`config.mk`:
```
export PLATFORM = sky130hd
export DESIGN_NAME = rr_mux4_arbiter
export DESIGN_NICKNAME = d
export VERILOG_FILES = /design/src/rtl/arb_pkg.sv /design/src/rtl/mux4.sv /design/src/rtl/rr_pick4.sv /design/src/rtl/rr_mux4_arbiter.sv
export SDC_FILE = /design/constraint.sdc
export NUM_CORES = 1
export LEC_CHECK = 0
export ABC_AREA = 1
export CORE_MARGIN = 10
export CORE_UTILIZATION = 27
export CTS_CLUSTER_DIAMETER = 150
export DETAILED_ROUTE_END_ITERATION = 8
export PLACE_DENSITY_LB_ADDON = 0.12
export SYNTH_ARGS = -nofsm -noshare
export SYNTH_HDL_FRONTEND = slang
export SYNTH_SLANG_ARGS = --single-unit
```
`constraint.sdc`:
```
create_clock -name clk -period 2.7 [get_ports clk]
set_input_delay 0.54 -clock clk [delete_from_list [all_inputs] [get_ports clk]]
set_output_delay 0.54 -clock clk [all_outputs]
set_load 0.05 [all_outputs]
```
`src/rtl/arb_pkg.sv`:
```
// arb_pkg: shared constants and state encoding for the round-robin mux arbiter
package arb_pkg;
    localparam int NUM_REQ = 4;
    localparam int SEL_W = 2;
    localparam int MAX_BEATS_DEF = 4;
    typedef enum logic {IDLE, BUSY} state_t;
endpackage

```
`src/rtl/mux4.sv`:
```
// mux4: 4:1 data multiplexer cell
module mux4 #(
    parameter int W = 8
) (
    input  logic [W-1:0] d0,
    input  logic [W-1:0] d1,
    input  logic [W-1:0] d2,
    input  logic [W-1:0] d3,
    input  logic [1:0]   s,
    output logic [W-1:0] y
);
    assign y = s[1] ? (s[0] ? d3 : d2) : (s[0] ? d1 : d0);
endmodule

```
`src/rtl/rr_pick4.sv`:
```
// rr_pick4: first set request bit searching upward from ptr, wrapping mod 4
module rr_pick4 import arb_pkg::*; (
    input  logic [NUM_REQ-1:0] req,
    input  logic [SEL_W-1:0]   ptr,
    output logic               any,
    output logic [SEL_W-1:0]   idx
);
    always_comb begin
        any = |req;
        idx = ptr;
        // walk from furthest to nearest so the closest match to ptr wins
        for (int k = NUM_REQ - 1; k >= 0; k--)
            if (req[ptr + SEL_W'(k)]) idx = ptr + SEL_W'(k);
    end
endmodule

```
`src/rtl/rr_mux4_arbiter.sv`:
```
// rr_mux4_arbiter: round-robin burst arbiter driving a shared 4:1 mux onto a valid/ready output
module rr_mux4_arbiter import arb_pkg::*; #(
    parameter int DATA_W    = 8,
    parameter int MAX_BEATS = MAX_BEATS_DEF
) (
    input  logic                      clk,
    input  logic                      rst_n,
    input  logic [NUM_REQ-1:0]        req,
    input  logic [NUM_REQ*DATA_W-1:0] din,
    output logic [NUM_REQ-1:0]        in_ready,
    output logic [NUM_REQ-1:0]        grant,
    output logic [SEL_W-1:0]          sel,
    output logic [DATA_W-1:0]         dout,
    output logic                      out_valid,
    input  logic                      out_ready
);
    state_t state, state_nx;
    logic [SEL_W-1:0] sel_nx, ptr, ptr_nx, idx;
    logic [NUM_REQ-1:0] grant_nx;
    logic [3:0] beat_cnt, beat_nx;
    logic any, xfer, last;

    rr_pick4 u_pick (
        .req (req),
        .ptr (ptr),
        .any (any),
        .idx (idx)
    );

    mux4 #(.W(DATA_W)) u_mux (
        .d0 (din[0*DATA_W +: DATA_W]),
        .d1 (din[1*DATA_W +: DATA_W]),
        .d2 (din[2*DATA_W +: DATA_W]),
        .d3 (din[3*DATA_W +: DATA_W]),
        .s  (sel),
        .y  (dout)
    );

    assign out_valid = (state == BUSY) & req[sel];
    assign xfer      = out_valid & out_ready;
    assign last      = beat_cnt == 4'(MAX_BEATS - 1);
    assign in_ready  = grant & {NUM_REQ{out_ready}};

    always_comb begin
        state_nx = state;
        sel_nx   = sel;
        ptr_nx   = ptr;
        grant_nx = grant;
        beat_nx  = beat_cnt;
        if (state == IDLE) begin
            if (any) begin
                state_nx = BUSY;
                sel_nx   = idx;
                grant_nx = NUM_REQ'(1) << idx;
                beat_nx  = '0;
            end
        end else if (!req[sel] || (xfer && last)) begin
            // release always passes through IDLE and demotes the current grantee
            state_nx = IDLE;
            grant_nx = '0;
            beat_nx  = '0;
            ptr_nx   = sel + 1'b1;
        end else if (xfer) begin
            beat_nx = beat_cnt + 1'b1;
        end
    end

    always_ff @(posedge clk or negedge rst_n) begin
        if (!rst_n) begin
            state    <= IDLE;
            sel      <= '0;
            ptr      <= '0;
            grant    <= '0;
            beat_cnt <= '0;
        end else begin
            state    <= state_nx;
            sel      <= sel_nx;
            ptr      <= ptr_nx;
            grant    <= grant_nx;
            beat_cnt <= beat_nx;
        end
    end
endmodule
```
==> qor.csv <==
stage;metric;value;unit
place;placed_cells;289;
global_route;grt.busiest_layer;met2;
place;gp_congestion;0.813;
clock_tree;insertion_delay;0.24;ns
detailed_routing;wl_per_cell;13.0;microns
final_layout;num-nets-final;284;
global_route;grt_max_degree;21;
final_layout;fillers;424;
synthesis;avgSynthCellArea;6.28;sq um
synthesis;synth_nets;226;
timing;fin_skew;0.00497;ns
place;dp_hpwl;3.16;mm
hold_path;holdPathStages;2;
global_route;grt_use_total;10.4;%
global_route;grt_overflow_total;0;
timing;fin_tns_setup;0;ns
synthesis;synth-adder-area-share;1.07;%
timing;hold_violations;0;
floorplan;io_pins;58;
synthesis;synth_top_area_share;27.9;%
synthesis;synthSimpleGateAreaFrac;40.8;%
pwr;power_density;1300;nW/um^2
timing;hold_slack;0.511;ns
detailed_routing;drt_iter0_drc;62;
global_route;grt_util_met1;12.0;%
clock_tree;cts_buffer_depth;2;
setup_path;end_kind;output port;
hold_path;hp-start;grant[2]$_DFFE_PN0P_;
clock_tree;cts_sinks;13;
detailed_routing;wl;3.82;mm
setup_path;arrival;1.79;ns
synthesis;synthMuxAreaShare;0;%
place;detailed_place.area;1910;sq um
timing;relSlewSlack;59.6;%
timing;drv_slew;0;
setup_path;startpoint_type;input port;
setup_path;rr_endpoint;beat_cnt[0]$_DFFE_PN0P_;
timing;fin_crit;2.33;ns
final_layout;multi_input_area;759;sq um
global_route;first_global_vias;1353;
setup_path;crit_type;input port to output port;
setup_path;path_max_fanout;3;
floorplan;die_y;85.8;microns
timing;finalSetupViolations;0;
synthesis;yosysTopAreaCell;dfrtp_1;
synthesis;synth_top_family_by_area;simple AND/OR/NAND/NOR gates;
synthesis;synth_compound_area_share;16.5;%
clock_tree;cts_resized;0;
pwr;total_power;2.54;mW
floorplan;rows;23;
global_route;antenna_found_initial;0;
detailed_routing;via_per_inst;4.57;
global_route;grtUsageMet3;4.45;%
pwr;ir_drop;0.624;mV
timing;period_share;86.5;%
pwr;p_leak;0.946;nW
detailed_routing;drc_errors;0;
synthesis;ys_seq_area_share;27.9;%
global_route;grt_use_met2;17.2;%
synthesis;syn-instance-count;186;
setup_path;reg2reg_depth;9;
synthesis;yosysWarnings;0;
clock_tree;hold_buffers;0;
final_layout;diodes;0;
floorplan;die_w;85.8;microns
synthesis;yosys-top-cells-area;dfrtp_1 (28%), nand2_1 (17%), nor2_1 (9.3%), inv_1 (7.1%), o21ai_0 (6.4%);
place;port_buffers;57;
synthesis;ys_ff_latch;13;
detailed_routing;first_pass_iters;4;
clock_tree;htreeDepth;1;
outcome;outcome;complete, no violations;
floorplan;core;4090;sq um
final_layout;finalNonFillerCells;293;
timing;grt_setup_unrepaired;no;
setup_path;reg2reg_from;sel[0]$_DFFE_PN0P_;
clock_tree;cts_root_buffer;clkbuf_8;
synthesis;ys_types;28;
setup_path;setup.worst_path.start;req[1];
clock_tree;cts_tree;yes;
timing;worstMarginPinSlew;0.605;ns
run;maxCapViolCount;0;
detailed_routing;vias;1340;
final_layout;seqCellArea;325;sq um
final_layout;final_area;1960;sq um
synthesis;synth_xor_area_share;1.50;%
setup_path;required;2.16;ns
final_layout;synthToLayoutAreaGrowth;67.8;%
synthesis;synthesis.area;1170;sq um
final_layout;drive_gt1_share;18.5;%
clock_tree;numCtsBuffers;3;
timing;fmax;0.428;GHz
floorplan;start_util;28.6;%
clock_tree;clkTransAtPathRegs;0.06;ns
hold_path;min_path_type;register to register;
floorplan;die_area;7350;sq um
global_route;grt_pass1_wl;6.38;mm
detailed_routing;drtAntennaViolNets;0;
hold_path;min_to;grant[2]$_DFFE_PN0P_;
clock_tree;post_cts_buffers;0;
setup_path;reg2reg_slack;1.03;ns
-- state kept, by name, indices dropped and copies added (netlist names) --
name	cells
grant	4
ptr	2
beat_cnt	4
state	1
sel	2
-- cell families (layout without fill, tap and decap cells) --
logic type,Yosys count,after routing
simple gates,110,110
xor+xnor,2,2
buf+inv,32,89
compound gates,28,28
flops,13,13
fa+ha+maj,1,1
-- metal layers --
metal  part of all wire (%)  vias to the layer above
met4                   0.45                        0
met1                     45                      595
met5                      0                        -
met2                     47                       32
li1                       -                      711
met3                    7.7                        2
-- final cells by class --
class                      instances  share of cell area (%)
clock buffer                       3                    2.11
clock inverter                     1                   0.255
inverter                          26                    5.11
multi-input combinational        141                    38.8
sequential                        13                    16.6
tap                               50                    3.19
timing repair buffer              59                    34.0
-- stage by stage --
| stage | setup WS [ns] | utilization [%] |
|---|---|---|
| finish | 0.366 | 47.9 |
| global route | 0.289 | 47.9 |
| global placement | 0.360 | 46.8 |
| detailed placement | 0.365 | 46.8 |
| floorplan | 0.291 | - |
| CTS | 0.357 | 47.9 |
-- synth_stat cells (all sizes together) --
| library cell | n |
|---|---|
| nand2 | 61 |
| nor2 | 31 |
| inv | 26 |
| o21ai | 16 |
| dfrtp | 13 |
| nand3 | 13 |
| o32ai | 8 |
| buf | 4 |
| a21oi | 3 |
| nand4 | 3 |
| clkbuf | 2 |
| ha | 1 |
| nor3 | 1 |
| nor3b | 1 |
| o211ai | 1 |
| xnor2 | 1 |
| xor2 | 1 |
-- critical path, stage by stage --
cell             delay (ns)
clkdlybuf4s50_1        0.48
inv_1                  0.07
a21oi_1                0.12
nand2_1                0.08
nand2_2                0.09
inv_2                  0.04
nor2_2                 0.20
buf_12                 0.17
-- placed cells by master (no fill, tap or decap), drive strengths merged --
master and instances:
a21oi 3, buf 15, clkbuf 3, clkdlybuf4s50 44, clkinv 1, dfrtp 13, ha 1, inv 26
nand2 61, nand3 13, nand4 3, nor2 31, nor3 1, nor3b 1, o211ai 1, o21ai 16
o32ai 8, xnor2 1, xor2 1
-- report_power, final --
group / switching [mW] / total [mW] / internal, mW
Clock: 0.0741 / 0.176 / 0.102
Combinational: 1.21 / 2.01 / 0.795
Sequential: 0.0919 / 0.358 / 0.266
Total: 1.38 / 2.54 / 1.16
-- how the worst max path moves through the flow --
stage / end / slack (ns) / depth (start not counted)
floorplan: dout[6] / 0.29 / 4
global placement: out_valid / 0.36 / 8
detailed placement: out_valid / 0.36 / 8
CTS: out_valid / 0.36 / 8
global route: out_valid / 0.29 / 8
finish: out_valid / 0.37 / 8
No activity file was read; power rests on OpenSTA's default activity.
